### src/rtl/div_issue_pkg.sv
// Shared encodings for the divider issue block: FSM states, divide op codes,
// divider handshake levels and the zero word.
package div_issue_pkg;

  typedef enum logic [1:0] {
    ST_IDLE  = 2'd0,
    ST_BUSY  = 2'd1,
    ST_DONE  = 2'd2,
    ST_DRAIN = 2'd3
  } state_e;

  localparam logic [7:0]  EXE_DIV_OP           = 8'b0001_1010;
  localparam logic [7:0]  EXE_DIVU_OP          = 8'b0001_1011;
  localparam logic        DIV_START            = 1'b1;
  localparam logic        DIV_STOP             = 1'b0;
  localparam logic        DIV_RESULT_READY     = 1'b1;
  localparam logic        DIV_RESULT_NOT_READY = 1'b0;
  localparam logic [31:0] ZERO_WORD            = 32'h0000_0000;

endpackage

### src/rtl/div_issue_hilo_reg.sv
// HI/LO architectural register pair; loads both halves together on we and
// holds them otherwise.
module hilo_reg (
  input  logic        clk,
  input  logic        rst,
  input  logic        we,
  input  logic [31:0] hi_i,
  input  logic [31:0] lo_i,
  output logic [31:0] hi_o,
  output logic [31:0] lo_o
);
  import div_issue_pkg::*;

  logic [31:0] hi_q, lo_q;

  always_ff @(posedge clk or posedge rst) begin
    if (rst) begin
      hi_q <= ZERO_WORD;
      lo_q <= ZERO_WORD;
    end else if (we) begin
      hi_q <= hi_i;
      lo_q <= lo_i;
    end
  end

  assign hi_o = hi_q;
  assign lo_o = lo_q;

endmodule

### src/rtl/div_issue.sv
// Issues DIV/DIVU from EX to a multi-cycle divider, stalls the pipe, and writes HI/LO.
// Optional DIV_ZERO_SKIP_EN: a zero divisor bypasses the divider and leaves HI/LO alone.
module div_issue
  import div_issue_pkg::*;
(
  input  logic        clk,
  input  logic        rst,
  input  logic        div_req_i,
  input  logic [7:0]  alucontrol_i,
  input  logic [31:0] src_a_i,
  input  logic [31:0] src_b_i,
  input  logic        flush_i,
  output logic        div_start_o,
  output logic        div_annul_o,
  output logic [7:0]  div_alucontrol_o,
  output logic [31:0] div_opdata1_o,
  output logic [31:0] div_opdata2_o,
  input  logic        div_ready_i,
  input  logic [63:0] div_result_i,
  output logic        stall_o,
  output logic        hilo_we_o,
  output logic [31:0] hi_o,
  output logic [31:0] lo_o,
  output logic        busy_o
);

  state_e      state_q, state_d;
  logic [7:0]  alu_q, alu_d;
  logic [31:0] opa_q, opa_d;
  logic [31:0] opb_q, opb_d;
  logic        start_q, start_d;
  logic        annul_q, annul_d;
  logic        we_q, we_d;
  logic        drain_cnt_q, drain_cnt_d;
  logic        hilo_wr;
  logic        zero_skip;

`ifdef DIV_ZERO_SKIP_EN
  assign zero_skip = (src_b_i == ZERO_WORD);
`else
  assign zero_skip = 1'b0;
`endif

  always_comb begin
    // NOTE: every signal driven here gets a default first, so no path leaves one unassigned and no latch is inferred.
    state_d     = state_q;
    alu_d       = alu_q;
    opa_d       = opa_q;
    opb_d       = opb_q;
    start_d     = start_q;
    annul_d     = annul_q;
    we_d        = 1'b0;
    drain_cnt_d = drain_cnt_q;
    hilo_wr     = 1'b0;
    stall_o     = 1'b0;

    unique case (state_q)
      ST_IDLE: begin
        if (div_req_i && !flush_i) begin
          stall_o = 1'b1;
          alu_d   = alucontrol_i;
          opa_d   = src_a_i;
          opb_d   = src_b_i;
          if (zero_skip) begin
            state_d = ST_DONE;
          end else begin
            start_d = DIV_START;
            state_d = ST_BUSY;
          end
        end
      end
      ST_BUSY: begin
        stall_o = 1'b1;
        // A kill from EX wins over a result arriving in the same cycle.
        if (flush_i) begin
          start_d     = DIV_STOP;
          annul_d     = 1'b1;
          drain_cnt_d = 1'b0;
          state_d     = ST_DRAIN;
        end else if (div_ready_i == DIV_RESULT_READY) begin
          hilo_wr = 1'b1;
          we_d    = 1'b1;
          start_d = DIV_STOP;
          state_d = ST_DONE;
        end
      end
      ST_DONE: begin
        state_d = ST_IDLE;
      end
      ST_DRAIN: begin
        stall_o     = div_req_i;
        drain_cnt_d = 1'b1;
        if (drain_cnt_q) begin
          annul_d = 1'b0;
          state_d = ST_IDLE;
        end
      end
      default: state_d = ST_IDLE;
    endcase
  end

  always_ff @(posedge clk or posedge rst) begin
    if (rst) begin
      state_q     <= ST_IDLE;
      alu_q       <= 8'd0;
      opa_q       <= ZERO_WORD;
      opb_q       <= ZERO_WORD;
      start_q     <= DIV_STOP;
      annul_q     <= 1'b0;
      we_q        <= 1'b0;
      drain_cnt_q <= 1'b0;
    end else begin
      // NOTE: non-blocking assignments so every flop samples the pre-edge values regardless of statement order.
      state_q     <= state_d;
      alu_q       <= alu_d;
      opa_q       <= opa_d;
      opb_q       <= opb_d;
      start_q     <= start_d;
      annul_q     <= annul_d;
      we_q        <= we_d;
      drain_cnt_q <= drain_cnt_d;
    end
  end

  hilo_reg u_hilo_reg (
    .clk  (clk),
    .rst  (rst),
    .we   (hilo_wr),
    .hi_i (div_result_i[63:32]),
    .lo_i (div_result_i[31:0]),
    .hi_o (hi_o),
    .lo_o (lo_o)
  );

  assign div_start_o      = start_q;
  assign div_annul_o      = annul_q;
  assign div_alucontrol_o = alu_q;
  assign div_opdata1_o    = opa_q;
  assign div_opdata2_o    = opb_q;
  assign hilo_we_o        = we_q;
  assign busy_o           = (state_q != ST_IDLE);

endmodule

### config.mk
export PLATFORM = sky130hd
export DESIGN_NAME = div_issue
export DESIGN_NICKNAME = d
export VERILOG_FILES = /design/src/rtl/div_issue_pkg.sv /design/src/rtl/div_issue_hilo_reg.sv /design/src/rtl/div_issue.sv
export SDC_FILE = /design/constraint.sdc
export NUM_CORES = 1
export LEC_CHECK = 0
export ABC_AREA = 1
export BUFFER_PORTS_ARGS = -buffer_cell sky130_fd_sc_hd__buf_2
export CORE_MARGIN = 4
export CORE_UTILIZATION = 30
export CTS_CLUSTER_SIZE = 16
export DETAILED_ROUTE_END_ITERATION = 10
export PLACE_DENSITY = 0.62
export RECOVER_POWER = 100
export SETUP_SLACK_MARGIN = 0.05
export SLEW_MARGIN = 15
export SYNTH_ARGS = -nofsm -noshare
export SYNTH_HDL_FRONTEND = slang
export SYNTH_HIERARCHICAL = 1
export SYNTH_SLANG_ARGS = --single-unit
### constraint.sdc
create_clock -name clk -period 3.1 [get_ports clk]
set_input_delay 0.31 -clock clk [delete_from_list [all_inputs] [get_ports clk]]
set_output_delay 0.31 -clock clk [all_outputs]
set_load 0.01 [all_outputs]
==> results of run 1 <==
metrics by stage:
step / setup slack (ps) / cell area [sq um] / hold WS [ps] / util (%)
floorplan: 795.0 / 5630 / 422.5 / -
finish: 760.8 / 7505 / 103.8 / 41.21
detailed placement: 1265 / 7119 / 453.2 / 39.10
CTS: 1104 / 7722 / 32.64 / 42.41
global placement: 1311 / 7119 / 448.7 / 39.10
global route: 504.1 / 7502 / 75.73 / 41.20
worst paths after layout:
kind                       depth (start not counted)             endpoint              start  slack (ps)
min in group asynchronous                          2     div_opdata1_o[1]                rst         370
max reg2reg                                        7  u_hilo_reg/hi_o[19]         state_q[0]         760
max in group asynchronous                          3    div_opdata1_o[24]                rst        1100
min                                                3  u_hilo_reg/lo_o[18]   div_result_i[18]         100
max                                                7  u_hilo_reg/hi_o[19]         state_q[0]         760
min reg2reg                                        2    div_opdata2_o[20]  div_opdata2_o[20]         470
registers in the layout (all words and copies together) (netlist names):
name / count
u_hilo_reg/hi_o: 32
div_opdata1_o: 32
div_opdata2_o: 32
drain_cnt_q: 1
u_hilo_reg/lo_o: 32
state_q: 2
div_start_o: 1
div_alucontrol_o: 8
hilo_we_o: 1
div_annul_o: 1
layout by cell type, fill, tap and decap left out:
cell	instances
dfrtp_1	142
clkbuf_2	3
buf_2	139
clkinv_4	1
clkinvlp_4	4
bufinv_16	3
nor2_1	6
diode_2	1
o21ai_0	2
a21oi_1	1
nor2_4	1
inv_6	3
buf_4	5
clkinvlp_2	1
clkinv_2	1
clkbuf_1	145
nand2_2	1
inv_1	8
nand2_1	346
o211ai_1	1
clkbuf_8	1
nand3_1	74
inv_2	1
clkbuf_16	17
layout make-up:
type / count / area, sq um
multi-input cells: 432 / 1732
diodes: 1 / 2.502
repair buffers: 291 / 1289
flip-flops and latches: 142 / 3553
clock inverters: 12 / 160.2
inverters: 10 / 38.79
well taps: 229 / 286.5
fillers: 1916 / 10700
clock buffers: 19 / 442.9
worst register-to-register path: cells and delay by family, from the launching register on:
| family | cells | cell delay [ps] |
|---|---|---|
| buffers and inverters | 3 | 1130 |
| AND/OR/NAND/NOR | 4 | 730 |
| flip-flops | 1 | 400 |
per-layer routing:
metal	vias up	global-route usage, %
met1	2296	21.41
met2	233	23.29
met3	19	6.860
li1	2463	-
met4	2	4.418
met5	-	0
kinds of logic after synthesis:
| kind of cell | after synthesis | share of synthesized area [%] |
|---|---|---|
| simple gates | 428 | 30.18 |
| compound gates | 4 | 0.4000 |
| buf+inv | 47 | 6.311 |
| flops | 142 | 63.11 |
report_power, final:
part / internal (mW) / total (mW) / switching, mW
logic: 0.823 / 2.52 / 1.70
registers: 2.71 / 3.19 / 0.472
clock network: 1.29 / 2.09 / 0.795
total: 4.83 / 7.79 / 2.97
==> key figures, run 1 <==
Logic synthesis
  • Cell count after synthesis: 621
  • Number of enable flip-flop cells after synthesis: 0
  • Post-synth ARST share: 100.0%
  • Syn Nets: 762
  • Synth cell types: 13
  • Leading post-synthesis cells by cell area: dfrtp_1, nand2_1, nand3_1
  • Synth top cells by count: nand2_1, dfrtp_1, nand3_1, buf_4, inv_1
  • Count leader, synth: nand2_1
  • Seq cells post-synth: 142
  • Post-synth top area cell: dfrtp_1
  • Ys flop type: dfrtp_1
  • Syn Area/Cell: 9.067 sq um
  • Top-area cell type share of the netlist area: 63.11%
  • Ys Warns: 6
  • Post-synthesis sequential area ratio: 63.11%
  • Mapped Area: 5630 sq um

Timing
  • Worst Max-Slew Pin Slew: 1842 ps
  • Final-report setup violation count: 0
  • Min Tclk post-route: 2339 ps
  • Unrepaired setup endpoints after global routing: false
  • Final Cycle Share: 75.46%
  • Relative slew slack: -23.48%
  • Setup Skew: 9.125 ps
  • Final hold viol count: 0
  • Slew Limit Fails: 83
  • F_max: 0.4275 GHz
  • TNS Setup: 0 ps

Placement
  • Placed cells: 1,104
  • Placer Congestion: 0.8575
  • PortBufs: 281
  • Hpwl dp: 11.82 mm

Worst setup path
  • CP endpoint kind: register
  • Crit path buf inv count: 3
  • Biggest cell delay along the critical path: 990 ps
  • Largest delay contributor family on the critical path: buffers and inverters
  • CP cell instances: inv_1 > nor2_1 > inv_1 > nor2_1 > clkbuf_2 > nand2_1 > nand2_1
  • Worst setup path class: reg2reg
  • Worst path required time: 3430 ps
  • Critical Path Fanout Max: 65
  • CP max stage cell: clkbuf_2
  • Startpoint class of the critical path: register
  • CP arrival: 2670 ps

Run
  • Max-Cap Viols: 2

Detailed routing
  • Top sig layer: met5
  • Routed via count: 5,013
  • Metal2 WL: 7.256 mm
  • Met1 wire length: 7.432 mm
  • Wirelength per Cell: 14.72 microns
  • Post-Route WL: 16.72 mm
  • Post-route ant nets: 0
  • Starting DRT DRC Count: 202
  • DRT Pass-1 Iters: 4
  • Met3 WL post-DR: 1.776 mm
  • Drt drc: 0
  • Vias/cell: 4.413

Global routing
  • Number of global-route vias before repair: 4,953
  • Largest net degree at the start of global routing: 74
  • GRT overflow: 0
  • GRT Resource Usage Total: 15.82%
  • Initial antenna violation count: 1
  • First-pass GRT wire length: 27.13 mm

Finish
  • Layout area overhead: 33.29%
  • Post-route insts no fill: 1,136
  • Nets@finish: 1,035
  • Share of post-route cells with drive strength above 1: 19.98%

Clocking
  • # Post-CTS Setup Buffers: 0
  • Longest Clk Path Bufs: 2
  • Clock transition at path regs: 70 ps
  • Root Buffer: clkbuf_16
  • TritonCTS buffer count: 17
  • Worst-Skew Late Latency: 410 ps
  • CTS-repair resized insts: 0
  • CTS tree: yes
  • Hold Buf Count CTS: 0
  • Total clock sinks: 142
  • H-Tree Depth: 4

Floorplanning
  • Die Wd: 145.0 microns
  • Io pins: 282
  • Die area: 21,020 sq um
  • Initial Util: 30.92%
  • Std-Cell Rows: 49
  • Core area: 18,210 sq um
  • Die H: 145.0 microns

Power
  • Peak VDD IR: 0.4002 mV
  • Cell Pwr Density: 1038 nW/um^2
  • Final Power: 7.793 mW
  • Leak: 4.039 nW

Run status
  • Failing checks: capacitance limit, slew limit
  • Status: complete, but fails checks

Min path
  • Worst Hold Class: in2reg
Power figures use the tool's default switching activity.
==> inputs of run 2 (changes only) <==
==> constraint.sdc (replaced) <==
create_clock -name clk -period 2.3 [get_ports clk]
set_input_delay 0.23 -clock clk [delete_from_list [all_inputs] [get_ports clk]]
set_output_delay 0.23 -clock clk [all_outputs]
set_load 0.01 [all_outputs]
==> run 2 against run 1 <==
Effect of this change: the run now ends clean; flip-flop and latch count unchanged; via count up 2.1%; non-clock buffer count up 6; fmax up 18%; global-route usage up 0.092 points; clock-buffer cell count unchanged; cell count up 0.62%; worst hold slack worse by 78 ps; critical endpoint is now u_hilo_reg/hi_o[11].
==> key figures, run 2 (synthesis gave the netlist of run 1 again) <==
Run status
  • Status: complete, no violations (was complete, but fails checks)

Placement
  • PortBufs: 281 (unchanged)
  • Hpwl dp: 11.60 mm (was 11.82 mm)
  • Placer Congestion: 0.8211 (was 0.8575)
  • Placed cells: 1,101 (was 1,104)

Worst setup path
  • RR Endpoint: u_hilo_reg/hi_o[11] (was u_hilo_reg/hi_o[19])
  • CP endpoint kind: register (unchanged)
  • Worst setup path class: reg2reg (unchanged)
  • Reg2Reg Setup Slack: 310 ps (was 760 ps)
  • Critical Path Fanout Max: 65 (unchanged)
  • CP arrival: 2330 ps (was 2670 ps)
  • CP max stage cell: clkbuf_4 (was clkbuf_2)
  • Startpoint class of the critical path: register (unchanged)
  • Worst path required time: 2640 ps (was 3430 ps)
  • Biggest cell delay along the critical path: 650 ps (was 990 ps)
  • R2R Path Start: state_q[0] (unchanged)
  • CP cell instances: inv_1 > nor2_1 > inv_1 > nor2_1 > clkbuf_4 > nand2_1 > nand2_1 (was inv_1 > nor2_1 > inv_1 > nor2_1 > clkbuf_2 > nand2_1 > nand2_1)
  • Worst reg2reg path depth: 7 (unchanged)
  • Crit path buf inv count: 3 (unchanged)
  • Largest delay contributor family on the critical path: buffers and inverters (unchanged)

Min path
  • Worst Hold Class: in2reg (unchanged)
  • Worst hold path stage count: 3 (unchanged)
  • Hold Crit Start: div_result_i[20] (was div_result_i[18])
  • Worst Hold End: u_hilo_reg/lo_o[20] (was u_hilo_reg/lo_o[18])

Detailed routing
  • Post-Route WL: 16.76 mm (was 16.72 mm)
  • Vias/cell: 4.479 (was 4.413)
  • DRT Pass-1 Iters: 6 (was 4)
  • Metal2 WL: 7.469 mm (was 7.256 mm)
  • Met1 wire length: 7.122 mm (was 7.432 mm)
  • Met3 WL post-DR: 1.870 mm (was 1.776 mm)
  • Post-route ant nets: 0 (unchanged)
  • Drt drc: 0 (unchanged)
  • Top sig layer: met5 (unchanged)
  • Starting DRT DRC Count: 195 (was 202)
  • Wirelength per Cell: 14.67 microns (was 14.72 microns)
  • Routed via count: 5,119 (was 5,013)

Run
  • Max-Cap Viols: 0 (was 2)

Floorplanning
  • Die H: 145.0 microns (unchanged)
  • Std-Cell Rows: 49 (unchanged)
  • Die area: 21,020 sq um (unchanged)
  • Core area: 18,210 sq um (unchanged)
  • Initial Util: 30.92% (unchanged)
  • Die Wd: 145.0 microns (unchanged)
  • Io pins: 282 (unchanged)

Timing
  • Min Tclk post-route: 1989 ps (was 2339 ps)
  • F_max: 0.5028 GHz (was 0.4275 GHz)
  • Slew Limit Fails: 0 (was 83)
  • Relative slew slack: 6.124% (was -23.48%)
  • Final-report setup violation count: 0 (unchanged)
  • Setup Skew: 8.865 ps (was 9.125 ps)
  • TNS Setup: 0 ps (unchanged)
  • Worst Max-Slew Pin Slew: 1407 ps (was 1842 ps)
  • Unrepaired setup endpoints after global routing: false (unchanged)
  • Final Cycle Share: 86.47% (was 75.46%)
  • Final hold viol count: 0 (unchanged)

Clocking
  • Longest Clk Path Bufs: 2 (unchanged)
  • TritonCTS buffer count: 17 (unchanged)
  • Worst-Skew Late Latency: 410 ps (about the same)
  • CTS tree: yes (unchanged)
  • H-Tree Depth: 4 (unchanged)
  • # Post-CTS Setup Buffers: 0 (unchanged)
  • Total clock sinks: 142 (unchanged)
  • Root Buffer: clkbuf_16 (unchanged)
  • Clock transition at path regs: 60 ps (was 70 ps)

Global routing
  • First-pass GRT wire length: 27.18 mm (was 27.13 mm)
  • Initial antenna violation count: 2 (was 1)
  • Largest net degree at the start of global routing: 74 (unchanged)
  • GRT overflow: 0 (unchanged)
  • GRT Resource Usage Total: 15.91% (was 15.82%)
  • Number of global-route vias before repair: 5,161 (was 4,953)

Finish
  • Layout filler cell count: 1,870 (was 1,916)
  • Commonest non-fill, non-tap cells in the layout: nand2_1, clkbuf_1, dfrtp_1, buf_2, nand3_1 (unchanged)
  • Most common cell after layout, fill and taps aside: nand2_1 (unchanged)
  • Post-route insts no fill: 1,143 (was 1,136)
  • Util after Layout: 42.12% (was 41.21%)
  • Share of post-route cells with drive strength above 1: 19.63% (was 19.98%)
  • Layout area overhead: 36.22% (was 33.29%)
  • Nets@finish: 1,041 (was 1,035)

Power
  • Leak: 4.123 nW (was 4.039 nW)
  • Peak VDD IR: 0.4983 mV (was 0.4002 mV)
  • Cell Pwr Density: 1404 nW/um^2 (was 1038 nW/um^2)
## run 2: cell count changes in the layout (fill, tap and decap cells not counted)
cell / previous run / this run
clkbuf_4: 0 / 2
buf_4: 5 / 1
inv_1: 8 / 9
clkinvlp_4: 4 / 1
inv_6: 3 / 4
bufinv_16: 3 / 5
clkbuf_2: 3 / 1
clkinvlp_2: 1 / 0
dlygate4sd3_1: 0 / 9
buf_12: 0 / 3
diode_2: 1 / 2
clkbuf_1: 145 / 143
## run 2: worst min-delay path, cell delays in order
cell and delay, ps:
buf_2 70, nand2_1 40, nand2_1 50
## run 2: final cells by class
cell class | instances | area [sq um] | share of cell area [%]
Multi-Input combinational cell | 432 | 1732 | 22.58
Clock inverter | 12 | 206.4 | 2.692
Inverter | 10 | 37.54 | 0.4894
Clock buffer | 19 | 442.9 | 5.775
Timing Repair Buffer | 297 | 1406 | 18.34
Tap cell | 229 | 286.5 | 3.736
Antenna cell | 2 | 5.005 | 0.06525
Sequential cell | 142 | 3553 | 46.33
## run 2: timing repair
item                      in CTS  in global routing
gates resized for setup        0                  0
hold endpoints to repair     105                  0
hold buffers                   9                  0
## run 2: metal layers
layer / global-route usage [%] / vias up
met5: 0 / -
met4: 5.321 / 2
met3: 7.328 / 19
met2: 24.48 / 243
met1: 19.98 / 2366
li1: - / 2489
## run 2: power by group
part | internal [mW] | switching [mW] | total [mW]
Combinational | 1.13 | 2.30 | 3.43
Clock | 1.96 | 1.07 | 3.04
Sequential | 3.66 | 0.644 | 4.30
Total | 6.75 | 4.02 | 10.8
## run 2: worst max path at each step
stage                     startpoint                  end  cells past startpoint
after detailed placement  state_q[0]  u_hilo_reg/hi_o[21]                      7
after global routing      state_q[0]  u_hilo_reg/hi_o[11]                      7
final                     state_q[0]  u_hilo_reg/hi_o[11]                      7
after global placement    state_q[0]   u_hilo_reg/hi_o[4]                      7
after CTS                 state_q[0]              stall_o                      4
after floorplan                  rst  div_alucontrol_o[0]                      1
## run 2: through the flow
step / area (sq um) / power [mW] / hold slack (ps) / setup WS, ps
after floorplan: 5630 / 6.399 / 342.5 / 74.97
after global placement: 7134 / 8.056 / 126.5 / 471.6
after detailed placement: 7134 / 8.119 / 126.4 / 436.4
after CTS: 7874 / 11.25 / 0.1965 / 404.5
after global routing: 7667 / 11.61 / 9.415 / 146.9
final: 7670 / 10.77 / 25.96 / 311.1
==> inputs of run 3 (changes only) <==
--- a/config.mk
+++ b/config.mk
@@ -8,10 +8,11 @@
 export ABC_AREA = 1
 export BUFFER_PORTS_ARGS = -buffer_cell sky130_fd_sc_hd__buf_2
 export CORE_MARGIN = 4
-export CORE_UTILIZATION = 30
+export CORE_UTILIZATION = 46
 export CTS_CLUSTER_SIZE = 16
 export DETAILED_ROUTE_END_ITERATION = 10
-export PLACE_DENSITY = 0.62
+export GPL_TIMING_DRIVEN = 0
+export PLACE_DENSITY = 0.86
 export RECOVER_POWER = 100
 export SETUP_SLACK_MARGIN = 0.05
 export SLEW_MARGIN = 15
==> run 3 against run 2 <==
Effect of this change: design area shrank 0.51%; global-route usage grew 6.5 points; worst hold slack lost 8.9 ps; first-iteration DRC count grew 58%; largest cell class unchanged; setup slack gained 56 ps; clock power shrank 6%; total power shrank 0.23%.
==> key figures, run 3 (synthesis gave the netlist of run 1 again) <==
Run status
  • Status: complete, no violations (unchanged)

Finish
  • Layout filler cell count: 1,075 (was 1,870)
  • Nets@finish: 1,064 (was 1,041)
  • Antenna Cells: 0 (was 2)
  • Post-route insts no fill: 1,082 (was 1,143)
  • Util after Layout: 63.53% (was 42.12%)
  • Share of post-route cells with drive strength above 1: 20.96% (was 19.63%)
  • Commonest non-fill, non-tap cells in the layout: nand2_1, clkbuf_1, dfrtp_1, buf_2, nand3_1 (unchanged)
  • Most common cell after layout, fill and taps aside: nand2_1 (unchanged)
  • Layout area overhead: 35.53% (was 36.22%)

Floorplanning
  • Die H: 118.6 microns (was 145.0 microns)
  • Std-Cell Rows: 40 (was 49)
  • Die area: 14,070 sq um (was 21,020 sq um)
  • Core area: 12,010 sq um (was 18,210 sq um)
  • Die Wd: 118.6 microns (was 145.0 microns)
  • Initial Util: 46.87% (was 30.92%)
  • Io pins: 282 (unchanged)

Global routing
  • Met3 Use GR: 6.842% (was 7.328%)
  • Routing usage on met1: 28.44% (was 19.98%)
  • Largest net degree at the start of global routing: 65 (was 74)
  • Number of global-route vias before repair: 5,037 (was 5,161)
  • Initial antenna violation count: 0 (was 2)
  • GRT overflow: 0 (unchanged)
  • GRT Resource Usage Total: 22.43% (was 15.91%)
  • Met2 Resource Use GR: 37.62% (was 24.48%)
  • First-pass GRT wire length: 25.22 mm (was 27.18 mm)
  • Busiest grt layer: met2 (unchanged)

Placement
  • Placed cells: 1,050 (was 1,101)
  • Pre-CTS setup slack: 637.8 ps (was 436.4 ps)
  • Hpwl dp: 11.91 mm (was 11.60 mm)
  • Placer Congestion: 0.8304 (was 0.8211)
  • PortBufs: 281 (unchanged)

Worst setup path
  • Worst reg2reg path depth: 8 (was 7)
  • CP Depth: 5 (was 7)
  • CP max stage cell: dfrtp_1 (was clkbuf_4)
  • Worst setup path class: reg2out (was reg2reg)
  • Largest delay contributor family on the critical path: buffers and inverters (unchanged)
  • Biggest cell delay along the critical path: 420 ps (was 650 ps)
  • CP endpoint kind: primary output (was register)
  • Startpoint class of the critical path: register (unchanged)
  • CP cell instances: nor2_1 > nand2_1 > clkbuf_1 > o211ai_1 > buf_2 (was inv_1 > nor2_1 > inv_1 > nor2_1 > clkbuf_4 > nand2_1 > nand2_1)
  • Critical Path Fanout Max: 10 (was 65)
  • CP arrival: 1700 ps (was 2330 ps)
  • Crit path buf inv count: 2 (was 3)
  • Worst path required time: 2070 ps (was 2640 ps)

Power
  • Share of power burned in registers: 40.0% (was 39.9%)
  • Switching Share: 37.67% (was 37.35%)
  • Peak VDD IR: 0.7308 mV (was 0.4983 mV)
  • Cell Pwr Density: 1408 nW/um^2 (was 1404 nW/um^2)
  • Net Sw Power: 4.048 mW (was 4.023 mW)
  • Int Power: 6.697 mW (was 6.747 mW)
  • Comb pwr share: 33.2% (was 31.9%)
  • Final Power: 10.75 mW (was 10.77 mW)
  • Leak: 4.177 nW (was 4.123 nW)
  • Clock network fraction of total power: 26.7% (was 28.2%)

Detailed routing
  • Starting DRT DRC Count: 309 (was 195)
  • DRT Pass-1 Iters: 6 (unchanged)
  • Post-Route WL: 15.98 mm (was 16.76 mm)
  • Drt drc: 0 (unchanged)
  • Vias/cell: 4.815 (was 4.479)
  • Post-route ant nets: 0 (unchanged)
  • Routed via count: 5,210 (was 5,119)
  • Wirelength per Cell: 14.77 microns (was 14.67 microns)

Clocking
  • Worst-Skew Late Latency: 400 ps (was 410 ps)
  • TritonCTS buffer count: 17 (unchanged)
  • CTS-repair resized insts: 0 (unchanged)
  • Clock transition at path regs: 60 ps (about the same)
  • H-Tree Depth: 4 (unchanged)
  • CTS tree: yes (unchanged)
  • Longest Clk Path Bufs: 2 (unchanged)
  • Root Buffer: clkbuf_16 (unchanged)
  • Total clock sinks: 142 (unchanged)

Timing
  • Relative slew slack: 14.01% (was 6.124%)
  • Min Tclk post-route: 1933 ps (was 1989 ps)
  • Slew Limit Fails: 0 (unchanged)
  • TNS Setup: 0 ps (unchanged)
  • Final hold viol count: 0 (unchanged)
  • Post-route setup slack: 366.9 ps (was 311.1 ps)
  • Final-report setup violation count: 0 (unchanged)
  • F_max: 0.5173 GHz (was 0.5028 GHz)
  • Final Cycle Share: 84.05% (was 86.47%)
  • Worst Max-Slew Pin Slew: 1290 ps (was 1407 ps)
  • Setup Skew: 5.279 ps (was 8.865 ps)
  • Unrepaired setup endpoints after global routing: false (unchanged)

Min path
  • Worst hold path stage count: 3 (unchanged)
  • Worst Hold Class: in2reg (unchanged)

Run
  • Max-Cap Viols: 0 (unchanged)
[run 3: path summary, 6_finish.rpt]
path / start / endpoint / slack [ps]
worst max-delay path: state_q[1] / stall_o / 370
worst min-delay path: div_result_i[17] / u_hilo_reg/lo_o[17] / 20
worst max register to register: state_q[0] / u_hilo_reg/hi_o[1] / 450
worst min register to register: div_opdata1_o[12] / div_opdata1_o[12] / 470
max in group asynchronous: rst / u_hilo_reg/lo_o[30] / 730
min in group asynchronous: rst / div_opdata2_o[13] / 450
[run 3: area by class of cell]
cell class | instances | area (sq um) | share of cell area, %
clock inverters | 14 | 190.2 | 2.492
repair buffers | 283 | 1260 | 16.51
clock buffers | 17 | 425.4 | 5.575
multi-input cells | 432 | 1722 | 22.56
inverters | 10 | 40.04 | 0.5247
well taps | 147 | 183.9 | 2.410
plain buffers | 37 | 256.5 | 3.361
flip-flops and latches | 142 | 3553 | 46.57
[run 3: routing by layer]
| metal | vias up | share of wire [%] |
|---|---|---|
| met5 | - | 0 |
| met4 | 0 | 1.1 |
| met1 | 2425 | 41 |
| met3 | 15 | 8.2 |
| li1 | 2530 | - |
| met2 | 240 | 50 |
[run 3: power groups by stage]
stage / Clock [mW] / Combinational [mW] / Sequential [mW]
detailed placement: 0 / 3.99 / 4.26
CTS: 2.91 / 3.99 / 4.26
floorplan: 0 / 1.58 / 4.82
global route: 3.02 / 4.00 / 4.45
finish: 2.87 / 3.57 / 4.30
global placement: 0 / 3.88 / 4.24
[run 3: per-stage QoR]
step           instance area [sq um]  hold slack, ps
5_1_grt                         7631           11.81
3_3_place_gp                    7221           430.5
3_5_place_dp                    7246           325.2
4_1_cts                         7871           3.566
2_1_floorplan                   5630           342.5
6_report                        7631           17.05
[run 3: worst min-delay path, stage by stage]
cell and delay (ps):
buf_2 70, nand2_1 40, nand2_1 50
[run 3: what timing repair did]
| item | 4_1_cts | 5_1_grt |
|---|---|---|
| hold buffers | 1 | 0 |
| hold endpoints to repair | 40 | 0 |
| setup buffers | 0 | 0 |
